### src/rtl/cpu_defs_pkg.sv
// Shared MIPS decode definitions: opcodes, default widths and small
// opcode classification helpers used by the ID stage.
package cpu_defs;

   localparam int DATA_W_DEF     = 32;
   localparam int REG_ADDR_W_DEF = 5;
   localparam int IMM_W_DEF      = 16;

   localparam logic [5:0] OP_RTYPE = 6'h00;
   localparam logic [5:0] OP_BEQ   = 6'h04;
   localparam logic [5:0] OP_BNE   = 6'h05;
   localparam logic [5:0] OP_ANDI  = 6'h0C;
   localparam logic [5:0] OP_ORI   = 6'h0D;
   localparam logic [5:0] OP_XORI  = 6'h0E;
   localparam logic [5:0] OP_LW    = 6'h23;
   localparam logic [5:0] OP_SW    = 6'h2B;

   // Instructions that read rt as a source operand (not as a destination).
   function automatic logic op_uses_rt(input logic [5:0] op);
      return (op == OP_RTYPE) || (op == OP_SW) || (op == OP_BEQ) || (op == OP_BNE);
   endfunction

   // Logical immediates are zero-extended; everything else sign-extends.
   function automatic logic op_zero_ext(input logic [5:0] op);
      return (op == OP_ANDI) || (op == OP_ORI) || (op == OP_XORI);
   endfunction

endpackage

### src/rtl/reg_file_bypass.sv
// Register file: two combinational read ports, one write port, register 0
// hard-wired to zero, async clear, and write-to-read bypass so a value being
// written back this cycle is visible to a read in the same cycle.
module reg_file_bypass #(
   parameter int DATA_W     = 32,
   parameter int REG_ADDR_W = 5
) (
   input  logic                  clk,
   input  logic                  rst_n,
   input  logic                  we,
   input  logic [REG_ADDR_W-1:0] waddr,
   input  logic [DATA_W-1:0]     wdata,
   input  logic [REG_ADDR_W-1:0] raddr1,
   input  logic [REG_ADDR_W-1:0] raddr2,
   output logic [DATA_W-1:0]     rdata1,
   output logic [DATA_W-1:0]     rdata2
);

   localparam int NREGS = 2**REG_ADDR_W;

   logic [DATA_W-1:0] regs [NREGS];
   logic              wr_hit;

   // A write to register 0 is treated as no write at all.
   assign wr_hit = we && (waddr != '0);

   // Storage: cleared asynchronously, written on the rising edge.
   always_ff @(posedge clk or negedge rst_n) begin
      if (!rst_n) begin
         for (int i = 0; i < NREGS; i++) regs[i] <= '0;
      end else if (wr_hit) begin
         regs[waddr] <= wdata;
      end
   end

   // Read ports: zero register first, then bypass, then stored value.
   always_comb begin
      rdata1 = regs[raddr1];
      rdata2 = regs[raddr2];
      if (raddr1 == '0)                         rdata1 = '0;
      else if (wr_hit && (waddr == raddr1))     rdata1 = wdata;
      if (raddr2 == '0)                         rdata2 = '0;
      else if (wr_hit && (waddr == raddr2))     rdata2 = wdata;
   end

endmodule

### src/rtl/decode_stage.sv
// ID stage of the pipelined MIPS core: field extraction, register read with
// bypass, immediate extension, load-use hazard detection and the ID/EX
// pipeline register.
//
// Flow control: in_valid qualifies the IF/ID contents. stall is the
// back-pressure signal; when stall=1 the upstream must hold PC and IF/ID so
// the same instruction is presented again next cycle, while ID/EX takes a
// bubble. flush kills whatever would enter ID/EX and overrides stall.
// ex_valid qualifies every ex_* field; fields other than ex_mem_read are
// don't-care when ex_valid=0.
module decode_stage
   import cpu_defs::*;
#(
   parameter int DATA_W     = DATA_W_DEF,
   parameter int REG_ADDR_W = REG_ADDR_W_DEF,
   parameter int IMM_W      = IMM_W_DEF
) (
   input  logic                  clk,
   input  logic                  rst_n,
   input  logic                  in_valid,
   input  logic [31:0]           instruction,
   input  logic [DATA_W-1:0]     pc_plus4,
   input  logic                  flush,
   input  logic                  wb_reg_write,
   input  logic [REG_ADDR_W-1:0] wb_write_reg,
   input  logic [DATA_W-1:0]     wb_write_data,
   output logic                  stall,
   output logic                  ex_valid,
   output logic [5:0]            ex_opcode,
   output logic [5:0]            ex_funct,
   output logic [REG_ADDR_W-1:0] ex_rs,
   output logic [REG_ADDR_W-1:0] ex_rt,
   output logic [REG_ADDR_W-1:0] ex_rd,
   output logic [DATA_W-1:0]     ex_read_data1,
   output logic [DATA_W-1:0]     ex_read_data2,
   output logic [DATA_W-1:0]     ex_imm,
   output logic [DATA_W-1:0]     ex_pc_plus4,
   output logic                  ex_mem_read
);

   logic [5:0]            opcode;
   logic [5:0]            funct;
   logic [REG_ADDR_W-1:0] rs, rt, rd;
   logic [IMM_W-1:0]      imm_raw;
   logic [DATA_W-1:0]     imm_ext;
   logic [DATA_W-1:0]     read_data1, read_data2;
   logic                  hazard;

   assign opcode  = instruction[31:26];
   assign funct   = instruction[5:0];
   assign rs      = instruction[21 +: REG_ADDR_W];
   assign rt      = instruction[16 +: REG_ADDR_W];
   assign rd      = instruction[11 +: REG_ADDR_W];
   assign imm_raw = instruction[IMM_W-1:0];

   reg_file_bypass #(
      .DATA_W     (DATA_W),
      .REG_ADDR_W (REG_ADDR_W)
   ) u_rf (
      .clk    (clk),
      .rst_n  (rst_n),
      .we     (wb_reg_write),
      .waddr  (wb_write_reg),
      .wdata  (wb_write_data),
      .raddr1 (rs),
      .raddr2 (rt),
      .rdata1 (read_data1),
      .rdata2 (read_data2)
   );

   // Immediate extension selected by opcode.
   always_comb begin
      imm_ext = {{(DATA_W-IMM_W){imm_raw[IMM_W-1]}}, imm_raw};
      if (op_zero_ext(opcode)) imm_ext = {{(DATA_W-IMM_W){1'b0}}, imm_raw};
   end

   // Load-use hazard: the LW in EX writes a register this instruction reads.
   always_comb begin
      hazard = in_valid && ex_valid && ex_mem_read && (ex_rt != '0) &&
               ((ex_rt == rs) || (op_uses_rt(opcode) && (ex_rt == rt)));
      stall  = hazard && !flush;
   end

   // ID/EX register: flush and stall insert a bubble, otherwise load ID.
   always_ff @(posedge clk or negedge rst_n) begin
      if (!rst_n) begin
         ex_valid      <= 1'b0;
         ex_mem_read   <= 1'b0;
         ex_opcode     <= '0;
         ex_funct      <= '0;
         ex_rs         <= '0;
         ex_rt         <= '0;
         ex_rd         <= '0;
         ex_read_data1 <= '0;
         ex_read_data2 <= '0;
         ex_imm        <= '0;
         ex_pc_plus4   <= '0;
      end else if (flush || stall) begin
         ex_valid      <= 1'b0;
         ex_mem_read   <= 1'b0;
      end else begin
         ex_valid      <= in_valid;
         ex_mem_read   <= in_valid && (opcode == OP_LW);
         ex_opcode     <= opcode;
         ex_funct      <= funct;
         ex_rs         <= rs;
         ex_rt         <= rt;
         ex_rd         <= rd;
         ex_read_data1 <= read_data1;
         ex_read_data2 <= read_data2;
         ex_imm        <= imm_ext;
         ex_pc_plus4   <= pc_plus4;
      end
   end

endmodule
### config.mk
export PLATFORM = sky130hd
export DESIGN_NAME = decode_stage
export DESIGN_NICKNAME = d
export VERILOG_FILES = /design/src/rtl/cpu_defs_pkg.sv /design/src/rtl/reg_file_bypass.sv /design/src/rtl/decode_stage.sv
export SDC_FILE = /design/constraint.sdc
export NUM_CORES = 2
export LEC_CHECK = 0
export ABC_CLOCK_PERIOD_IN_PS = 2000
export BUFFER_PORTS_ARGS = -buffer_cell sky130_fd_sc_hd__clkbuf_2
export CAP_MARGIN = 10
export CORE_MARGIN = 2
export CORE_UTILIZATION = 45
export CTS_BUF_LIST = sky130_fd_sc_hd__clkbuf_4
export DETAILED_ROUTE_END_ITERATION = 16
export PLACE_DENSITY_LB_ADDON = 0.12
export SLEW_MARGIN = 20
export SYNTH_ARGS = -nofsm -noshare
export SYNTH_HDL_FRONTEND = slang
export SYNTH_SLANG_ARGS = --single-unit
### constraint.sdc
create_clock -name clk -period 2 [get_ports clk]
set_input_delay 0.2 -clock clk [delete_from_list [all_inputs] [get_ports clk]]
set_output_delay 0.2 -clock clk [all_outputs]
set_load 0.01 [all_outputs]
==> Yosys cells after proc, flatten, opt, wreduce, memory -nomap -nowiden <==
Index checks and enable logic that the tools add are counted.
{ "totals": {"input_bits": 106, "out_inout_bits": 158, "ff_bits": 1181, "elab_cells": 101} }
{ "op_classes": {"n_mux": 16, "magnitude_cmp": 4, "n_bitwise": 3, "eq_ne": 11, "reduce_logical": 24} }
{ "ops": {"columns": ["op", "n"], "rows": [
  ["$bwmux W1024", 1],
  ["$bmux W32 S5", 2],
  ["$mux W32", 10],
  ["$demux W32 S5", 1],
  ["$eq A5 B5 Y1", 4],
  ["$eq A6 B4 Y1 const B", 3],
  ["$ge A6 B6 Y1 const B", 3],
  ["$not A5 Y6", 3],
  ["$eq A6 B3 Y1 const B", 2],
  ["$eq A6 B6 Y1 const B", 2],
  ["$logic_and A1 B1 Y1", 11],
  ["$logic_not A5 Y1", 2],
  ["$reduce_bool A5 Y1", 2],
  ["$logic_or A1 B1 Y1", 7],
  ["$logic_not A6 Y1", 1],
  ["$lt A6 B1 Y1 const B", 1],
  ["$mux W1", 2],
  ["$logic_not A1 Y1", 1]
]} }

==> Depth between registers and ports, before layout <==
{ "depth": {"depth_word": 10, "ltp_mapped": 8, "depth_no_buf": 5} }

==> Hierarchy <==
A second synthesis with hierarchy kept.
{ "hier_totals": {"cells_unflattened": 4500, "area_unflattened_um2": 61458.9} }
{ "by_module_without_submodules": {"columns": ["mod", "area_each_um2", "instances", "cells_per_inst", "seq_area_each_um2"], "rows": [
  ["reg_file_bypass", 55844.8, 1, 4166, 25624.6],
  ["decode_stage", 5614.1, 1, 334, 3278.1]
]} }

==> Least setup slack after synthesis <==
Ideal clock, no wire load.
{ "synth_path": {"kind": "input-to-reg", "startpoint": "in instruction[16]", "endpoint": "reg ex_read_data2[30]", "stages": 7, "t_required_ns": 1.874, "setup_ns": 0.126, "arrival_time_ns": 1.948, "path_slack_ns": -0.074, "n_path_buf": 3, "cell_sequence": "buf_2 -> clkbuf_1 -> buf_2 -> mux4_2 -> o22ai_1 -> nor4_1 -> a221o_1"} }
{ "synth_via": {"elab_chain_len": 6, "word_cells_on_any_way": 15, "cone_classes": "2 x eq/ne; 5 x mux; 1 x bitwise; 7 x reduce/logical"} }
{ "synth_rtl": {"columns": ["element", "line_no", "text"], "rows": [
  ["start, declared", "decode_stage.sv:21", "input logic [31:0] instruction,"],
  ["$not A5 Y6 (not written as such) or $eq A5 B5 Y1 (tied branches)", "reg_file_bypass.sv:39, decode_stage.sv:80", null],
  ["$bmux W32 S5 or $logic_and A1 B1 Y1 (tied branches)", "reg_file_bypass.sv:39, decode_stage.sv:80", null],
  ["$mux W32 (not written as such) or $logic_or A1 B1 Y1 (tied branches)", "reg_file_bypass.sv:39, decode_stage.sv:80", null],
  ["$mux W32 (not written as such) or $logic_and A1 B1 Y1 (tied branches)", "reg_file_bypass.sv:39, decode_stage.sv:79", null],
  ["$mux W32 or $logic_and A1 B1 Y1 (tied branches)", "reg_file_bypass.sv:43, decode_stage.sv:81", null],
  ["$mux W32 or $logic_or A1 B1 Y1 (tied branches)", "reg_file_bypass.sv:42, decode_stage.sv:98", null],
  ["end signal, assigned", "decode_stage.sv:110", "ex_read_data2 <= read_data2;"],
  ["end, declared", "decode_stage.sv:35", "output logic [DATA_W-1:0] ex_read_data2,"]
]} }
Several ways; a longest one is shown, not always the timed one. The select of a mux whose other input is x is not followed.
A chain may end at the register's enable or synchronous reset.

==> Worst setup path in the final report <==
{ "layout_path": {"startpoint": "reg ex_rt[1]", "endpoint": "out stall"} }
{ "layout_via": {"elab_chain_len": 5, "word_cells_on_any_way": 8, "cone_classes": "2 x eq/ne; 6 x reduce/logical"} }
{ "layout_rtl": {"columns": ["element", "line_no", "text"], "rows": [
  ["start, declared", "decode_stage.sv:32", "output logic [REG_ADDR_W-1:0] ex_rt,"],
  ["start signal, assigned", "decode_stage.sv:107", "ex_rt <= rt;"],
  ["$eq A5 B5 Y1", "decode_stage.sv:80", "((ex_rt == rs) || (op_uses_rt(opcode) && (ex_rt == rt)));"],
  ["$logic_and A1 B1 Y1", "decode_stage.sv:80", null],
  ["$logic_or A1 B1 Y1", "decode_stage.sv:80", null],
  ["$logic_and A1 B1 Y1 (*)", "decode_stage.sv:79", "hazard = in_valid && ex_valid && ex_mem_read && (ex_rt != '0) &&"],
  ["$logic_and A1 B1 Y1 (*)", "decode_stage.sv:81", "stall = hazard && !flush;"],
  ["end, declared", "decode_stage.sv:27", "output logic stall,"]
]} }
Mark *: on every way between the ends. The rest lies on a longest branch, timed or not.

==> out/results.ini <==
[setup_path]
crit_type=flop to primary output
worst_setup_path_end_kind=primary output
startpoint_type=flop
required_ps=1800
worst-path-max-fanout=4
worstPathArrival_ps=2930

[logic_synthesis]
synth_edf_count=0
synth_xor_area_frac=0.00313
yosys_register_bits=1155
ys_warn_count=0
synth_top_area_cell=dfrtp_1
async_reset_ff_frac=1.00
ys_seq_area_frac=0.495
synth_mux_area_frac=0.402
synth-compound-area-share=0.0481
synth_cell_types=46
synth-adder-area-share=0
synth_top_cells_by_area=dfrtp_1 (50%), mux2_2 (20%), mux4_2 (20%), o22ai_1 (2.7%), clkbuf_1 (1.6%)
synth_top_area_frac=0.495
yosys.area_share.simple=0.0164
syn_area_um2=58300
syn_inst=3764
avgSynthCellArea_um2=15.5
synth_top_family_by_area=multiplexers
ys.flop_type=dfrtp_1
syn_nets=3870

[route]
first_pass_iters=5
m1WireLength_um=87500
dr_wl_met3_um=16300
wire_per_inst_um=32.1
via_per_inst=6.27
routed_wl_um=211000
top_layer=met5
vias=41108
wl_met2_um=98700
drt-initial-drc-count=3635
antenna_left=0
drc=0

[pwr]
ir_drop_uv=698
power.leakage_uw=0.0325
cellPowerDensity_nw_per_um2=912

[run_status]
status=finished with violations
violations=negative setup slack

[floorplan]
die-area_um2=133000
coreArea_um2=129000
ios=264
fp.dieH_um=364
initial_core_util=0.452
rows=132
dieWidth_um=364

[grt]
track_usage=0.318
grt_pass1_vias=42446
grt_antenna_before_repair=14
grt_pass1_wl_um=301000
grt-ovfl-total=0
grt_max_degree=106

[finish]
syn_to_final_growth_pct=25.2
final_cell_mix=dfrtp_1 (1136), mux2_2 (1005), mux4_2 (512)
fillCellCount=10479
layout_commonest_cell=dfrtp_1
drive_gt1_frac=0.606
stdcell_count=6552
fin_nets=4690
fin_area_um2=73000

[timing]
setup_viol=288
finalWorstSetupSlack_ps=-1130
rsz0062_at_grt=yes
period_share=1.57
tightestPinTransition_ps=1040
relSlewSlack=0.305
final-hold-violation-count=0
fin_hold_ws_ps=58.3
skew_ps=111
fmax_mhz=319
fin_crit_ps=3130
slew_viol_final=0

[clock_tree]
cts_tree=done
cts-root-buf=clkbuf_4
clkTransAtPathRegs_ps=60
clock-sinks=1155
htree_num_levels=5
clockBufferDepth=4
clock_latency_ps=1340
numCtsBuffers=337

[placed_design]
dpl-instance-area_um2=65500
dp.cells=5708
gp_congestion=0.825
io_buffers=263
post-dp-hpwl_um=130000

[worst_hold_path]
hold_class=input port to flop

[job]
maxCapViolCount=0

## worst max-delay path, cell delays in order, from the launching register on
cell and delay, ps:
dfrtp_2 430, buf_4 150, nor4_4 300, a211o_1 270, nor2_1 120, nor2_4 210
nor2_1 60, buf_2 140
## per-stage QoR
step / setup slack, ps / power [uW] / utilization / TNS, ps
after global placement: -328 / 43900 / 0.507 / -51640
after global routing: -1300 / 69900 / 0.565 / -78670
after floorplan: 14.1 / 39500 / - / 0
after CTS: -1160 / 66500 / 0.559 / -54370
after detailed placement: -339 / 44300 / 0.507 / -47070
final: -1130 / 66600 / 0.565 / -52390
## metal layers
metal,track usage,vias up
met4,0.122,14
met3,0.0740,443
met1,0.435,22111
li1,-,16608
met2,0.496,1932
met5,0,-
## what timing repair did
action,in CTS,in global routing
gates cloned,6,2
pin swaps,14,20
gates resized for setup,102,150
hold buffers,183,1
setup buffers,46,50
hold endpoints to repair,2278,135
setup endpoints to repair,287,311
## area by class of cell
cell class | count | area [um2] | area share
antenna | 13 | 32.5 | 0.000446
tap | 1742 | 2180 | 0.0299
clock buffer | 494 | 3710 | 0.0508
inverter | 2 | 7.51 | 0.000103
clock inverter | 58 | 225 | 0.00308
timing repair buffer | 946 | 10100 | 0.138
multi-input combinational | 2142 | 27900 | 0.382
sequential | 1155 | 28900 | 0.396
## worst paths after layout
check,from,end,slack (ps),cells after the start
setup / recovery,ex_rt[1],stall,-1130,7
hold / removal,instruction[16],ex_read_data2[15],60,5
setup reg to reg,ex_rt[1],ex_opcode[3],-400,10
hold reg to reg,u_rf.regs[1000],u_rf.regs[1000],390,0
max in group asynchronous,rst_n,u_rf.regs[907],420,7
min in group asynchronous,rst_n,u_rf.regs[990],520,5
## cell families (layout without fill, tap and decap cells)
logic type	after synthesis	in the layout
flip-flops	1155	1155
other	0	13
AND/OR/NAND/NOR	161	161
multiplexers	1568	1568
XOR/XNOR	20	20
buffers and inverters	467	1500
AO/OA/AOI/OAI	393	393
## registers in the layout, summed over array words and instances, names as in the netlist
register       flops
u_rf.regs       1024
ex_pc_plus4       32
ex_read_data1     32
ex_read_data2     32
ex_imm             8
ex_opcode          6
ex_funct           5
ex_rs              5
ex_rt              5
ex_rd              4
ex_mem_read        1
ex_valid           1
## synthesized netlist by cell type (10+ instances only)
library cell and instances:
nor4_1 67, o22ai_1 256, clkbuf_1 256, mux2_2 1047, mux4_2 512, a21boi_0 64, buf_2 115, buf_1 58
nand3b_1 10, dfrtp_1 1155, buf_4 29, nand2_1 22, a221o_1 64, nor2_1 23, xor2_1 10
## where the power goes
group,total (uW),internal [uW],switching (uW)
logic,14200,8890,5300
clock network,21500,11200,10300
registers,30900,27700,3200
total,66600,47700,18800
Note: power is estimated with default switching activity, not from simulation.
